## config.mk

```make
export PLATFORM = sky130hd
export DESIGN_NAME = joy_db15_tx
export DESIGN_NICKNAME = d
export VERILOG_FILES = /design/src/rtl/joy_pkg.sv /design/src/rtl/joy_db15_tx_sync_edge.sv /design/src/rtl/joy_db15_tx.sv
export SDC_FILE = /design/constraint.sdc
export NUM_CORES = 1
export LEC_CHECK = 0
export BUFFER_PORTS_ARGS = -buffer_cell sky130_fd_sc_hd__buf_2
export CORE_MARGIN = 4
export CORE_UTILIZATION = 55
export DETAILED_ROUTE_END_ITERATION = 12
export MAX_ROUTING_LAYER = met4
export PLACE_DENSITY_LB_ADDON = 0.05
export SLEW_MARGIN = 40
export SYNTH_ARGS = -nofsm -noshare
export SYNTH_HDL_FRONTEND = slang
export SYNTH_HIERARCHICAL = 1
export SYNTH_SLANG_ARGS = --single-unit
```

## constraint.sdc

```tcl
create_clock -name clk_sys -period 2.3 [get_ports clk_sys]
set_clock_uncertainty 0.05 [all_clocks]
set_input_delay 0.115 -clock clk_sys [delete_from_list [all_inputs] [get_ports clk_sys]]
set_output_delay 0.115 -clock clk_sys [all_outputs]
set_load 0.005 [all_outputs]
```

## src/rtl/joy_pkg.sv

```systemverilog
// Shared types and constants for the DB15 joystick serial transmitter.
package joy_pkg;

   localparam int DB15_WORD_BITS = 12;

   // Bit positions within a 12-bit player word, {L,S,F,E,D,C,B,A,U,D,L,R}.
   localparam int BTN_RIGHT = 0;
   localparam int BTN_LEFT  = 1;
   localparam int BTN_DOWN  = 2;
   localparam int BTN_UP    = 3;
   localparam int BTN_A     = 4;
   localparam int BTN_B     = 5;
   localparam int BTN_C     = 6;
   localparam int BTN_D     = 7;
   localparam int BTN_E     = 8;
   localparam int BTN_F     = 9;
   localparam int BTN_START = 10;
   localparam int BTN_L     = 11;

   typedef enum logic [1:0] {
      IDLE   = 2'd0,
      LOADED = 2'd1,
      SHIFT  = 2'd2,
      DONE   = 2'd3
   } state_e;

endpackage

```

## src/rtl/joy_db15_tx_sync_edge.sv

```systemverilog
// Multi-flop synchronizer for one asynchronous pin plus a one-cycle edge pulse
// taken from the last two synchronized samples.
module sync_edge #(
   parameter int STAGES = 2,
   parameter bit FALL   = 1'b0
) (
   input  logic clk_sys,
   input  logic reset,
   input  logic din,
   output logic lvl,
   output logic pulse
);

   logic [STAGES-1:0] sync_q, sync_d;
   logic              prev_q, prev_d;

   always_comb begin
      sync_d = {sync_q[STAGES-2:0], din};
      prev_d = sync_q[STAGES-1];
   end

   // Reset to the idle-high level so releasing reset never fakes an edge.
   always_ff @(posedge clk_sys) begin
      if (reset) begin
         sync_q <= '1;
         prev_q <= 1'b1;
      end else begin
         sync_q <= sync_d;
         prev_q <= prev_d;
      end
   end

   assign lvl   = sync_q[STAGES-1];
   assign pulse = FALL ? (prev_q & ~sync_q[STAGES-1]) : (~prev_q & sync_q[STAGES-1]);

endmodule

```

## src/rtl/joy_db15_tx.sv

```systemverilog
// DB15 joystick transmitter: emulates a 74HC165 chain feeding two 12-bit
// player words to an external reader driving joy_clk / joy_load.
module joy_db15_tx
   import joy_pkg::*;
#(
   parameter int SYNC_STAGES = 2,
   parameter int FRAME_BITS  = 24
) (
   input  logic        clk_sys,
   input  logic        reset,
   input  logic [11:0] joystick1,
   input  logic [11:0] joystick2,
   input  logic        joy_clk,
   input  logic        joy_load,
   output logic        joy_data,
   output logic        frame_done,
   output logic        overrun
);

   localparam int CNT_W = $clog2(FRAME_BITS) + 1;
   localparam logic [CNT_W-1:0] LAST_BIT = CNT_W'(FRAME_BITS - 1);

   logic clk_rise, clk_lvl_unused;
   logic load_lvl, load_fall_unused;

   sync_edge #(.STAGES(SYNC_STAGES), .FALL(1'b0)) u_clk_sync (
      .clk_sys (clk_sys),
      .reset   (reset),
      .din     (joy_clk),
      .lvl     (clk_lvl_unused),
      .pulse   (clk_rise)
   );

   sync_edge #(.STAGES(SYNC_STAGES), .FALL(1'b1)) u_load_sync (
      .clk_sys (clk_sys),
      .reset   (reset),
      .din     (joy_load),
      .lvl     (load_lvl),
      .pulse   (load_fall_unused)
   );

   state_e                state_q, state_d;
   logic [FRAME_BITS-1:0] shreg_q, shreg_d;
   logic [CNT_W-1:0]      cnt_q, cnt_d;
   logic                  overrun_q, overrun_d;
   logic                  frame_done_q, frame_done_d;
   logic                  joy_data_q, joy_data_d;

   // Load is level-sensitive: the falling edge is the first cycle of a low
   // level, and a held-low strobe keeps the snapshot transparent.
   always_comb begin
      state_d      = state_q;
      shreg_d      = shreg_q;
      cnt_d        = cnt_q;
      overrun_d    = overrun_q;
      frame_done_d = 1'b0;

      if (!load_lvl) begin
         shreg_d = FRAME_BITS'(~{joystick2, joystick1});
         cnt_d   = '0;
         state_d = LOADED;
      end else if (clk_rise) begin
         case (state_q)
            LOADED, SHIFT: begin
               shreg_d = {1'b1, shreg_q[FRAME_BITS-1:1]};
               cnt_d   = cnt_q + 1'b1;
               if (cnt_q == LAST_BIT) begin
                  state_d      = DONE;
                  frame_done_d = 1'b1;
               end else begin
                  state_d = SHIFT;
               end
            end
            DONE:    overrun_d = 1'b1;
            default: ;
         endcase
      end

      joy_data_d = ((state_d == LOADED) || (state_d == SHIFT)) ? shreg_d[0] : 1'b1;
   end

   always_ff @(posedge clk_sys) begin
      if (reset) begin
         state_q      <= IDLE;
         shreg_q      <= '1;
         cnt_q        <= '0;
         overrun_q    <= 1'b0;
         frame_done_q <= 1'b0;
         joy_data_q   <= 1'b1;
      end else begin
         state_q      <= state_d;
         shreg_q      <= shreg_d;
         cnt_q        <= cnt_d;
         overrun_q    <= overrun_d;
         frame_done_q <= frame_done_d;
         joy_data_q   <= joy_data_d;
      end
   end

   assign joy_data   = joy_data_q;
   assign frame_done = frame_done_q;
   assign overrun    = overrun_q;

endmodule

```

# Word-level counts from Yosys, hierarchy flattened
# Cells that the tools add are included.
[word_totals]
latchBits = 0
mem_bits_rw = 0
romBits = 0
memories = 0
in_bits = 28
out_inout_bits = 3
register_bits = 40
[classes]
bitwise = 7
n_addsub = 1
shifts = 0
div = 0
reduce_logical = 8
eq_ne = 8
magnitude_cmp = 0
mux = 8
mul = 0
[ops]
columns = ["operator", "count"]
rows = [
  ["24-bit 2-to-1 mux", 3],
  ["24-bit NOT", 1],
  ["6-bit by 1-bit adder with 6-bit output, second input constant", 1],
  ["2-bit == test, second input constant", 3],
  ["6-bit by 5-bit == test with 1-bit output, second input constant", 1],
  ["2-bit 2-to-1 mux", 3],
  ["2-bit OR reduction", 3],
  ["1-bit NOT", 5],
  ["2-bit by 1-bit == test with 1-bit output, second input constant", 2],
  ["2-bit inequality test, second input constant", 2],
  ["2-bit AND reduction", 2],
  ["4-bit OR reduction", 1],
  ["3-bit AND reduction", 1],
  ["1-bit 2-to-1 mux", 2],
  ["1-bit bitwise AND", 1],
  ["1-bit logical OR", 1],
]

# Longest topological paths before layout
[depth]
depth_word = 9
ltp_mapped = 7
mapped_depth_nobuf = 6

# Cells and area by module
# Netlist, hierarchy kept.
[modules_own_cells]
columns = ["mod", "cells_per_inst", "seq_area_each_um2", "instances", "area_each_um2"]
rows = [
  ["joy_db15_tx", 185, 700.7, 1, 1629.1],
  ["sync_edge", 7, 60.1, 2, 85.1],
]

# Worst setup path after synthesis
# Ideal clock, no wire load.
[synth_path]
kind = "register to register"
startpoint = "register state_q[0]"
endpoint = "register shreg_q[23]"
path_stages_with_launch = 8
path_buffers = 1
setup_slack_ns = 0.604
required_time_ns = 2.127
synth_period_minus_slack_ns = 1.696
arrival_ns = 1.522
cell_sequence = "dfxtp_1 > inv_1 > ha_1 > clkbuf_2 > and2_1 > nor3_1 > a21oi_1 > or2_2"
[synth_via]
elab_chain_cells = 4
word_cells_on_any_way = 5
cone_classes = "3 x eq/ne; 2 x reduce/logical"
[synth_lines]
columns = ["item", "line", "text"]
rows = [
  ["start, declared", "joy_db15_tx.sv:42", "state_e state_q, state_d;"],
  ["start signal, assigned", "joy_db15_tx.sv:91", "state_q <= state_d;"],
  ["2-bit by 1-bit == test with 1-bit output / 2-bit == test (equally long branches)", "joy_db15_tx.sv:63", "case (state_q)"],
  ["2-bit OR reduction (*)", "joy_db15_tx.sv:63", ""],
  ["2-bit inequality test (no line) (*)", "n/a", ""],
  ["2-bit AND reduction (no line) (*)", "n/a", ""],
  ["end signal, assigned", "joy_db15_tx.sv:92", "shreg_q <= shreg_d;"],
  ["end, declared", "joy_db15_tx.sv:43", "logic [FRAME_BITS-1:0] shreg_q, shreg_d;"],
]
# Mark *: on every way between the ends. The rest lies on a longest branch, timed or not.
# A chain may end at the register's enable or synchronous reset.

# Worst setup path in the final report
[layout_path]
startpoint = "register state_q[0]"
endpoint = "register shreg_q[13]"
# Same word-level chain as after synthesis.

==> results.sh <==
export IMPL_power_leakage_nw=0.8712
export IMPL_period_minus_slack_ns=2.059
export IMPL_avgViaCountPerCell=5.379
export IMPL_maxCapViolCount=0
export IMPL_grt_resource_usage_total_pct=19.28
export IMPL_area_growth_synth_to_final_pct=13.88
export IMPL_critical_path_cell_chain="inv_1 -> ha_1 -> buf_4 -> and3_1 -> a211oi_1 -> a21oi_1 -> or2_2"
export IMPL_pin_count=31
export IMPL_maxSlewHeadroom_pct=54.75
export IMPL_detailed_place_area_um2=1922
export IMPL_root_buffer="sky130_fd_sc_hd__clkbuf_4"
export IMPL_worstMarginPinSlew_ns=0.6781
export IMPL_hold_viol_final=0
export IMPL_postCtsSetupBuffers=0
export IMPL_path_buf_inv=2
export IMPL_postRouteAntennaNets=0
export IMPL_syn_inst=196
export IMPL_reg2reg_depth=7
export IMPL_vdd_ir_drop_worst_uv=393.5
export IMPL_min_path_cells=4
export IMPL_clock_tree_from_tritoncts="built"
export IMPL_drt_first_pass_iters=4
export IMPL_fin_tns_setup_ns=0
export IMPL_num_fill_cells=271
export IMPL_max_freq_ghz=0.4857
export IMPL_holdCritPathClass="primary input to register"
export IMPL_hold_end="shreg_q[0]$_SDFF_PP1_"
export IMPL_share_clk_of_total_power_pct=31.9
export IMPL_instances_no_fill=269
export IMPL_quantity_of_i_o_buffers_inserted_on_ports=30
export IMPL_timing_final_max_slew_violations=0
export IMPL_power_per_cell_area_nw_per_um2=611.2
export IMPL_global_route_overflow_total=0
export IMPL_route_final_wire_length_mm=3.540
export IMPL_fp_dieW_um=64.68
export IMPL_coreArea_um2=3053
export IMPL_grt_max_degree=34
export IMPL_cell_internal_pwr_uw=943.3
export IMPL_multi_input_area_um2=872.1
export IMPL_worst_path_largest_cell_delay_ns=0.44
export IMPL_seqCellArea_um2=800.8
export IMPL_yosysWarningCount=6
export IMPL_floorplan_initialDensity_pct=57.87
export IMPL_drc=0
export IMPL_die_height_um=64.68
export IMPL_power_share_switching_pct=23.29
export IMPL_finalSetupViolations=0
export IMPL_criticalPathCategory="register to register"
export IMPL_critPathLaunchType="register"
export IMPL_worst_setup_hold_path_clk_slew_ns=0.11
export IMPL_comb_power_share_pct=9.0
export IMPL_number_of_antenna_violations_at_the_first_check_in_global_routing=0
export IMPL_rsz0062_at_grt="false"
export IMPL_crit_end_category="register"
export IMPL_final_design_area_no_fill_um2=2012
export IMPL_critical_path_max_fanout=15
export IMPL_run_status="finished, final reports clean"
export IMPL_p_sw_uw=286.3
export IMPL_syn_avg_cell_area_um2=9.014
export IMPL_reg2reg_setup_slack_ns=0.24
export IMPL_clkLatencyLatePin_ns=0.35
export IMPL_proportion_of_power_drawn_by_flip_flops_and_latches_pct=59.1
export IMPL_synthesis_nets=227
export IMPL_first_pass_grt_wire_length_mm=6.030
export IMPL_holdWs_ns=0.01556
export IMPL_critPathSlowestCell="sky130_fd_sc_hd__ha_1"
export IMPL_htreeDepth=2
export IMPL_vias=1447
export IMPL_p_total_mw=1.230
export IMPL_placementRows=20
export IMPL_antenna_cells_inserted=0
export IMPL_numClockSinks=40
export IMPL_grt_pass1_vias=1367
export IMPL_drive_above_1_share_pct=21.33
export IMPL_timing_critical_path_arrival_ns=2.25
export IMPL_reg2reg_from="state_q[0]$_SDFF_PP0_"
export IMPL_timing_hold_worst_start="joystick1[0]"
export IMPL_cts_buffers_inserted=5
export IMPL_fp_dieArea_um2=4183
export IMPL_synthesis_area_um2=1767
export IMPL_hpwl_reported_at_the_end_of_detailed_placement_mm=2.368
export IMPL_rr_endpoint="shreg_q[13]$_SDFFE_PP1P_"
export IMPL_cpLargestDelayFamily="simple AND/OR/NAND/NOR gates"
export IMPL_layout_worst_path_cycle_share_pct=89.51
export IMPL_cell_total_after_placement=260
export IMPL_globalplace_congestion=0.7637
export IMPL_drt_initial_drc_count=51
export IMPL_final_net_count=256
export IMPL_crit_required_ns=2.49
export IMPL_maximum_buffer_depth_of_the_clock_tree=2
export IMPL_average_wire_per_standard_cell_um=13.16
==> timing repair <==
| item | in CTS | in global routing |
|---|---|---|
| resized for setup | 0 | 1 |
| setup endpoints to repair | 0 | 1 |
| hold buffers | 2 | 0 |
| endpoints found under the hold margin | 2 | 0 |
==> sequential cells by signal (all words and copies together) (netlist names) <==
signal,cells
u_clk_sync/prev_q,1
state_q,2
cnt_q,6
u_load_sync/sync_q,2
overrun,1
joy_data,1
shreg_q,24
u_clk_sync/sync_q,2
frame_done,1
==> metrics by stage <==
stage | worst slack, ns | util (%)
after floorplan | 0.6042 | -
after global placement | 0.2853 | 62.95
after detailed placement | 0.1859 | 62.95
after CTS | 0.1581 | 65.74
after global routing | 0.1128 | 65.90
final | 0.2412 | 65.90
==> power groups by stage <==
stage | Sequential [mW] | Clock [mW] | Combinational (mW)
3_5_place_dp | 0.742 | 0 | 0.107
5_1_grt | 0.730 | 0.434 | 0.126
4_1_cts | 0.727 | 0.403 | 0.111
2_1_floorplan | 0.738 | 0 | 0.0715
6_report | 0.727 | 0.392 | 0.111
3_3_place_gp | 0.741 | 0 | 0.104
==> worst reg2reg max path, cell delays in order, from the launching register on <==
cell and delay [ns]:
sky130_fd_sc_hd__dfxtp_1 0.40, sky130_fd_sc_hd__inv_1 0.06, sky130_fd_sc_hd__ha_1 0.44, sky130_fd_sc_hd__buf_4 0.24, sky130_fd_sc_hd__and3_1 0.19, sky130_fd_sc_hd__a211oi_1 0.23
sky130_fd_sc_hd__a21oi_1 0.06, sky130_fd_sc_hd__or2_2 0.29
==> worst max-delay path by stage <==
stage	slack [ns]	from	to	depth (start not counted)
after global placement	0.29	state_q[0]$_SDFF_PP0_	joy_data$_SDFF_PP1_	6
after global routing	0.11	state_q[0]$_SDFF_PP0_	shreg_q[16]$_SDFFE_PP1P_	7
after detailed placement	0.19	state_q[0]$_SDFF_PP0_	shreg_q[13]$_SDFFE_PP1P_	6
after CTS	0.16	state_q[0]$_SDFF_PP0_	shreg_q[13]$_SDFFE_PP1P_	6
after floorplan	0.60	state_q[0]$_SDFF_PP0_	shreg_q[23]$_SDFFE_PP1P_	7
final	0.24	state_q[0]$_SDFF_PP0_	shreg_q[13]$_SDFFE_PP1P_	7
==> cell type report <==
class / count / area share (%)
multi-input cells: 138 / 43.35
inverters: 3 / 0.5597
repair buffers: 37 / 10.32
clock buffers: 7 / 3.234
well taps: 44 / 2.736
flip-flops and latches: 40 / 39.80
==> layout by cell type (no fill, tap or decap), types with 2 or more instances in the layout <==
cell,count
sky130_fd_sc_hd__a211oi_1,22
sky130_fd_sc_hd__and4_1,2
sky130_fd_sc_hd__xor2_1,5
sky130_fd_sc_hd__clkbuf_8,2
sky130_fd_sc_hd__dfxtp_1,40
sky130_fd_sc_hd__nand2b_1,2
sky130_fd_sc_hd__and3_1,22
sky130_fd_sc_hd__ha_1,3
sky130_fd_sc_hd__nor2_1,11
sky130_fd_sc_hd__a21oi_1,24
sky130_fd_sc_hd__dlygate4sd3_1,2
sky130_fd_sc_hd__nand2_1,7
sky130_fd_sc_hd__inv_1,3
sky130_fd_sc_hd__or2_1,24
sky130_fd_sc_hd__or2_2,4
sky130_fd_sc_hd__buf_4,5
sky130_fd_sc_hd__buf_2,30
sky130_fd_sc_hd__clkbuf_4,5
==> per-layer routing <==
metal,GRT usage [%],vias to the layer above,share of wire [%]
li1,-,740,-
met1,22.64,677,48
met2,31.06,25,46
met3,4.506,5,3.8
met4,9.499,0,1.6
met5,-,-,0
No activity file was read; power rests on OpenSTA's default activity.
